`config.mk`:
```
export PLATFORM = sky130hd
export DESIGN_NAME = brent_kung_sub_pipe
export DESIGN_NICKNAME = d
export VERILOG_FILES = /design/src/rtl/brent_kung_sub_pipe.sv
export SDC_FILE = /design/constraint.sdc
export NUM_CORES = 1
export LEC_CHECK = 0
export ABC_CLOCK_PERIOD_IN_PS = 2700
export CAP_MARGIN = 30
export CORE_ASPECT_RATIO = 0.8
export CORE_MARGIN = 3
export CORE_UTILIZATION = 45
export DETAILED_ROUTE_END_ITERATION = 10
export GPL_TIMING_DRIVEN = 0
export PLACE_DENSITY = 0.81
export RECOVER_POWER = 25
export SKIP_LAST_GASP = 1
export SYNTH_ARGS = -nofsm -noshare
export SYNTH_HDL_FRONTEND = slang
export SYNTH_SLANG_ARGS = --single-unit
```
`constraint.sdc`:
```
create_clock -name clk -period 2.7 [get_ports clk]
set_input_delay 0.405 -clock clk [delete_from_list [all_inputs] [get_ports clk]]
set_output_delay 0.405 -clock clk [all_outputs]
set_load 0.05 [all_outputs]
```
`src/rtl/brent_kung_sub_pipe.sv`:
```
// brent_kung_sub_pipe: recovers B = S - A from an adder result S, two-stage valid/ready pipeline.
// Stage s1 does the low half with a Brent-Kung borrow network; s2 finishes the upper half.
module brent_kung_sub_pipe #(
    parameter int WIDTH = 12,
    parameter int CNT_W = 8
) (
    input  logic             clk,
    input  logic             rst,
    input  logic             in_valid,
    output logic             in_ready,
    input  logic [WIDTH:0]   in_sum,
    input  logic [WIDTH-1:0] in_a,
    output logic             out_valid,
    input  logic             out_ready,
    output logic [WIDTH-1:0] out_b,
    output logic             out_err,
    output logic [CNT_W-1:0] err_cnt
);
    localparam int H  = WIDTH / 2;
    localparam int HI = WIDTH - H;

    // Returns {carry_out, x - y}; subtraction is x + ~y + 1 with the +1 folded into bit 0.
    function automatic logic [H:0] bk_sub(input logic [H-1:0] x, input logic [H-1:0] y);
        logic [H-1:0] g, p, p0;
        p0 = x ^ ~y;
        p  = p0;
        g  = x & ~y;
        g[0] = g[0] | p[0];
        for (int d = 1; d < H; d = d * 2)
            for (int i = 2 * d - 1; i < H; i = i + 2 * d) begin
                g[i] = g[i] | (p[i] & g[i-d]);
                p[i] = p[i] & p[i-d];
            end
        for (int d = 1 << ($clog2(H) - 1); d >= 1; d = d / 2)
            for (int i = 3 * d - 1; i < H; i = i + 2 * d) begin
                g[i] = g[i] | (p[i] & g[i-d]);
                p[i] = p[i] & p[i-d];
            end
        return {g[H-1], p0 ^ {g[H-2:0], 1'b1}};
    endfunction

    logic             s1_valid_q, s1_valid_d, s1_bor_q, s1_bor_d;
    logic [H-1:0]     s1_lo_q, s1_lo_d;
    logic [HI:0]      s1_shi_q, s1_shi_d;
    logic [HI-1:0]    s1_ahi_q, s1_ahi_d;
    logic             s2_valid_q, s2_valid_d, s2_err_q, s2_err_d;
    logic [WIDTH-1:0] s2_b_q, s2_b_d;
    logic [CNT_W-1:0] err_cnt_q, err_cnt_d;
    logic             s1_en, s2_en;
    logic [H:0]       lo_res;
    logic [HI+1:0]    d_hi;

    assign s2_en     = !s2_valid_q | out_ready;
    assign s1_en     = !s1_valid_q | s2_en;
    assign in_ready  = s1_en & !rst;
    assign out_valid = s2_valid_q;
    assign out_b     = s2_b_q;
    assign out_err   = s2_err_q;
    assign err_cnt   = err_cnt_q;

    always_comb begin
        lo_res     = bk_sub(in_sum[H-1:0], in_a[H-1:0]);
        d_hi       = {1'b0, s1_shi_q} - {2'b0, s1_ahi_q} - {{(HI+1){1'b0}}, s1_bor_q};
        s1_valid_d = s1_en ? in_valid : s1_valid_q;
        s1_lo_d    = (s1_en && in_valid) ? lo_res[H-1:0] : s1_lo_q;
        s1_bor_d   = (s1_en && in_valid) ? !lo_res[H] : s1_bor_q;
        s1_shi_d   = (s1_en && in_valid) ? in_sum[WIDTH:H] : s1_shi_q;
        s1_ahi_d   = (s1_en && in_valid) ? in_a[WIDTH-1:H] : s1_ahi_q;
        s2_valid_d = s2_en ? s1_valid_q : s2_valid_q;
        s2_b_d     = (s2_en && s1_valid_q) ? {d_hi[HI-1:0], s1_lo_q} : s2_b_q;
        // Negative (sign bit) or at least 2^WIDTH (bit HI) both mean B is out of range.
        s2_err_d   = (s2_en && s1_valid_q) ? (d_hi[HI+1] | d_hi[HI]) : s2_err_q;
        err_cnt_d  = (s2_valid_q && out_ready && s2_err_q && !(&err_cnt_q)) ? err_cnt_q + 1'b1 : err_cnt_q;
    end

    always_ff @(posedge clk) begin
        if (rst) begin
            s1_valid_q <= 1'b0;
            s1_bor_q   <= 1'b0;
            s1_lo_q    <= '0;
            s1_shi_q   <= '0;
            s1_ahi_q   <= '0;
            s2_valid_q <= 1'b0;
            s2_err_q   <= 1'b0;
            s2_b_q     <= '0;
            err_cnt_q  <= '0;
        end else begin
            s1_valid_q <= s1_valid_d;
            s1_bor_q   <= s1_bor_d;
            s1_lo_q    <= s1_lo_d;
            s1_shi_q   <= s1_shi_d;
            s1_ahi_q   <= s1_ahi_d;
            s2_valid_q <= s2_valid_d;
            s2_err_q   <= s2_err_d;
            s2_b_q     <= s2_b_d;
            err_cnt_q  <= err_cnt_d;
        end
    end
endmodule

```
### Word-level counts from Yosys, hierarchy flattened

Cells that the tools add are included.

| operators by class | value |
|---|---|
| bitwise logic cells | 25 |
| $add $sub $neg | 3 |
| reduce and logical (&&, ||, !) cells | 11 |

Operators with widths:

| cell | number |
|---|---|
| $xor A6 B6 Y6 | 2 |
| $or A1 B1 Y1 | 11 |
| $and A1 B1 Y1 | 10 |
| $add A8 B1 Y8 const B | 1 |
| $reduce_and A8 Y1 | 1 |
| $sub A7 B6 Y8 | 1 |
| $sub A8 B1 Y8 | 1 |
| $and A6 B6 Y6 | 1 |
| $not A6 Y6 | 1 |
| $logic_and A1 B1 Y1 | 5 |
| $logic_not A1 Y1 | 5 |

| storage, ports and cells | value |
|---|---|
| word-level logic and storage cells | 48 |
| bits in registers | 43 |
| bits of input ports | 29 |

### Depth between registers and ports, before layout

| logic depth | value |
|---|---|
| depth after elaboration | 10 |
| mapped depth | 11 |
| mapped depth without buffers | 11 |

### Least setup slack after synthesis

OpenSTA, ideal clock, no wires.

| timing path | value |
|---|---|
| path kind | register to register |
| start | register s1_bor_q |
| end | register s2_err_q, in the netlist out_err |
| library setup time | 0.087 ns |
| period minus slack after synthesis | 2.643 ns |
| arrival | 2.556 ns |
| setup slack | 0.057 ns |
| stages on the path, launching flop included | 12 |
| path through | dfxtp_1 -> inv_1 -> fa_1 -> inv_1 -> ha_1 -> or2_2 -> fa_1 -> nand2b_1 -> and3_1 -> o21ai_0 -> a21oi_1 -> o31ai_1 |

| on the way | value |
|---|---|
| longest elaborated chain between the ends | 2 |

Ends and longest elaborated chain:

| item | line | RTL |
|---|---|---|
| start, declared | 42 | `logic s1_valid_q, s1_valid_d, s1_bor_q, s1_bor_d;` |
| start signal, assigned | 89 | `s1_bor_q <= s1_bor_d;` |
| $sub A8 B1 Y8 | 63 | `d_hi = {1'b0, s1_shi_q} - {2'b0, s1_ahi_q} - {{(HI+1){1'b0}}, s1_bor_q};` |
| $or A1 B1 Y1 | 72 | `s2_err_d = (s2_en && s1_valid_q) ? (d_hi[HI+1] \| d_hi[HI]) : s2_err_q;` |
| end signal, assigned | 94 | `s2_err_q <= s2_err_d;` |
| end, declared | 46 | `logic s2_valid_q, s2_valid_d, s2_err_q, s2_err_d;` |

No other way between the ends.
A chain may end at the register's enable or synchronous reset.

### Worst setup path in the final report

| timing path | value |
|---|---|
| start | register s1_ahi_q[0] |
| end | register s2_err_q, in the netlist out_err |

| on the way | value |
|---|---|
| longest elaborated chain between the ends | 3 |

Ends and longest elaborated chain:

| item | line | RTL |
|---|---|---|
| start, declared | 45 | `logic [HI-1:0] s1_ahi_q, s1_ahi_d;` |
| start signal, assigned | 92 | `s1_ahi_q <= s1_ahi_d;` |
| $sub A7 B6 Y8 | 63 |  |
| $sub A8 B1 Y8 | 63 |  |
| $or A1 B1 Y1 | 72 |  |

No other way between the ends.

==> run_results.csv <==
group,metric,value,unit
clocking,clock_path_buffers,2,
layout,nFillCells,414,
clocking,path_clk_slew,80,ps
worst_setup_path,crit_path_max_fanout,3,
floorplanning,initial_core_util,0.4781,
logic_synthesis,seq_area_frac_synth,0.3848,
worst_setup_path,critPathLaunchType,"flip-flop",
worst_setup_path,path_cells,"inv_2 > fa_1 > inv_1 > ha_2 > or2_4 > fa_2 > nand2b_4 > and3_4 > o21ai_4 > a221o_1 > o31ai_1",
route,vias,1924,
sta,hold-worst-slack,457.6,ps
clocking,htree_levels,2,
global_routing,grt_first_pass_wirelength,8.928,mm
power,peakVddDrop,0.2827,mV
worst_setup_path,worst_setup_path_end_kind,"flip-flop",
logic_synthesis,synth_fa_ha_area_frac,0.1398,
layout,final_common_cell,"nand2_1",
logic_synthesis,synth_area,2237,sq um
logic_synthesis,yosys_warnings,0,
clocking,cts_setup_buffers,0,
placement,gp_congestion,0.8651,
logic_synthesis,ys_async_sr_fraction,0,
route,via_per_inst,5.063,
worst_setup_path,crit_arrival,2830,ps
clocking,postCtsHoldBufs,0,
sta,drv_slew,0,
layout,seq_area,862.1,sq um
global_routing,grt_max_degree,14,
route,routed_wl,5.097,mm
hold_path,hold_class,"flip-flop to flip-flop",
sta,fin_crit_sh,0.9759,
route,antenna_left,0,
floorplanning,pin_count,52,
placement,portBuffers,50,
worst_setup_path,slowest_stage,"fa_1",
status,status,"completed",
logic_synthesis,ys_types,42,
layout,diodes,0,
global_routing,grt_pass1_vias,1936,
layout,final_cell_mix,"nand2_1, clkdlybuf4s50_1, dfxtp_1, a21oi_1, inv_1",
worst_setup_path,path_class,"flip-flop to flip-flop",
logic_synthesis,syn_inst,262,
sta,fmax,379.5,MHz
power,powerDensity,553.1,nW/um^2
worst_setup_path,r2r_cells,11,
layout,drive_above_1_share,0.1031,
logic_synthesis,avgSynthCellArea,8.539,sq um
global_routing,grt_overflow_total,0,
clocking,clock_latency,300,ps
sta,fin_worst_skew,7.410,ps
clocking,cts_root_buf,"clkbuf_8",
layout,finalInstanceArea,2929,sq um
logic_synthesis,synth_compound_area_frac,0.1387,
logic_synthesis,synth-main-ff-cell,"dfxtp_1",
job,drv_cap,0,
sta,hold_viol,0,
power,p_leak,0.001159,uW
sta,setup_viol,0,
logic_synthesis,synth_edf_count,0,
sta,fin_crit,2635,ps
sta,rsz0062_at_grt,"yes",
route,dr.pass1.iters,4,
clocking,numClockSinks,43,
clocking,cts_tree,"built",
logic_synthesis,yosys_register_bits,43,
route,drt_iter0_drc,128,
logic_synthesis,synth_xor_area_frac,0.04306,
placement,dpl.hpwl,3.901,mm
logic_synthesis,synth_nets,313,
floorplanning,core,4679,sq um
global_routing,track_usage,0.1867,
hold_path,min_path_cells,2,
floorplanning,row_count,22,
layout,syn2layout_area_growth,30.93,%
floorplanning,chipHeight,69.07,um
placement,placed_area,2813,sq um
layout,multiInputGateArea,1222,sq um
route,wl_per_cell,13.41,um
global_routing,antenna_found_initial,0,
sta,worst_pin_slew,634.4,ps
route,drcViolationCount,0,
floorplanning,die-area,5859,sq um
layout,nNetsFinal,370,
floorplanning,die_w,84.83,um
worst_setup_path,cp.required,2890,ps
sta,maxSlewHeadroom,0.5771,
worst_setup_path,critical-path-max-stage-delay,550,ps
clocking,cts_made_buffers,5,
logic_synthesis,muxShareOfSynthArea,0.004474,
logic_synthesis,synthSimpleGateAreaFrac,0.2131,
logic_synthesis,synth_top_family_by_area,"simple AND/OR/NAND/NOR gates",
## repair_timing
action	in CTS	in global routing
endpoints found under the setup margin	2	2
gates cloned	0	0
pin swaps	1	5
resized for setup	4	8
## stage by stage
stage	util	setup slack, ps	instances	total power, uW	TNS [ps]
after floorplan	-	57.46	262	962.4	0
after global placement	0.6011	-120.7	372	1078	-120.7
after detailed placement	0.6011	-187.0	372	1089	-190.0
after CTS	0.6291	21.26	380	1613	0
after global routing	0.6259	-66.80	380	1697	-95.07
final	0.6259	65.07	380	1620	0
## where the power goes
| part | total, uW | internal (uW) | switching (uW) |
|---|---|---|---|
| Combinational | 395 | 178 | 218 |
| Sequential | 700 | 672 | 28.0 |
| Clock | 525 | 299 | 226 |
| Total | 1620 | 1150 | 471 |
## per-layer routing
layer / global-route usage / vias to the layer above / share of wire
met5: 0 / - / 0
met4: 0.05448 / 0 / 0.012
met3: 0.03704 / 6 / 0.049
met2: 0.3058 / 44 / 0.47
met1: 0.2487 / 902 / 0.46
li1: - / 972 / -
## worst max-delay path: cells and delay by family (launching register included)
family / cells / cell delay (ps)
AND/OR/NAND/NOR: 3 / 580
buffers and inverters: 2 / 90
flip-flops: 1 / 340
adder cells (fa/ha/maj): 3 / 1120
AO/OA/AOI/OAI: 3 / 380
## sequential cells by signal (all words and copies together) (netlist names)
signal / count
s1_valid_q: 1
s1_lo_q: 6
s1_bor_q: 1
err_cnt: 8
out_err: 1
s1_shi_q: 7
out_b: 12
s1_ahi_q: 6
out_valid: 1
## synthesized netlist by cell type, drive strengths merged, types with 2 or more instances
library cell / n / area, sq um
a211oi: 8 / 85.08
a21oi: 32 / 163.9
and3: 3 / 20.02
buf: 7 / 56.29
clkbuf: 5 / 20.01
dfxtp: 43 / 860.8
fa: 5 / 100.1
ha: 17 / 212.7
inv: 25 / 93.84
nand2: 55 / 211.5
nand2b: 3 / 18.77
nand3: 2 / 15.01
nand4: 3 / 18.77
nor2: 18 / 67.56
nor2b: 4 / 32.53
nor3: 3 / 15.01
nor4b: 2 / 30.03
o21ai: 4 / 20.02
xnor2: 6 / 52.55
xor2: 5 / 43.79
## worst paths after layout
path,startpoint,to,slack [ps]
hold reg to reg,s1_lo_q[1],out_b[1],460
setup / recovery,s1_ahi_q[0],out_err,70
hold / removal,s1_lo_q[1],out_b[1],460
setup reg to reg,s1_ahi_q[0],out_err,70
## cells by family (layout without fill, tap and decap cells)
family | Yosys count | in the layout
simple gates | 99 | 99
compound gates | 49 | 49
flops | 43 | 43
buf+inv | 37 | 95
fa+ha+maj | 22 | 22
xor+xnor | 11 | 11
mux | 1 | 1
## cell type report
class,instances,share of cell area
multi-input cells,182,0.4173
flip-flops and latches,43,0.2943
repair buffers,50,0.1709
inverters,25,0.03204
clock buffers,6,0.02819
well taps,60,0.02563
plain buffers,12,0.01965
clock inverters,2,0.01196
(Power assumes the default switching activity.)
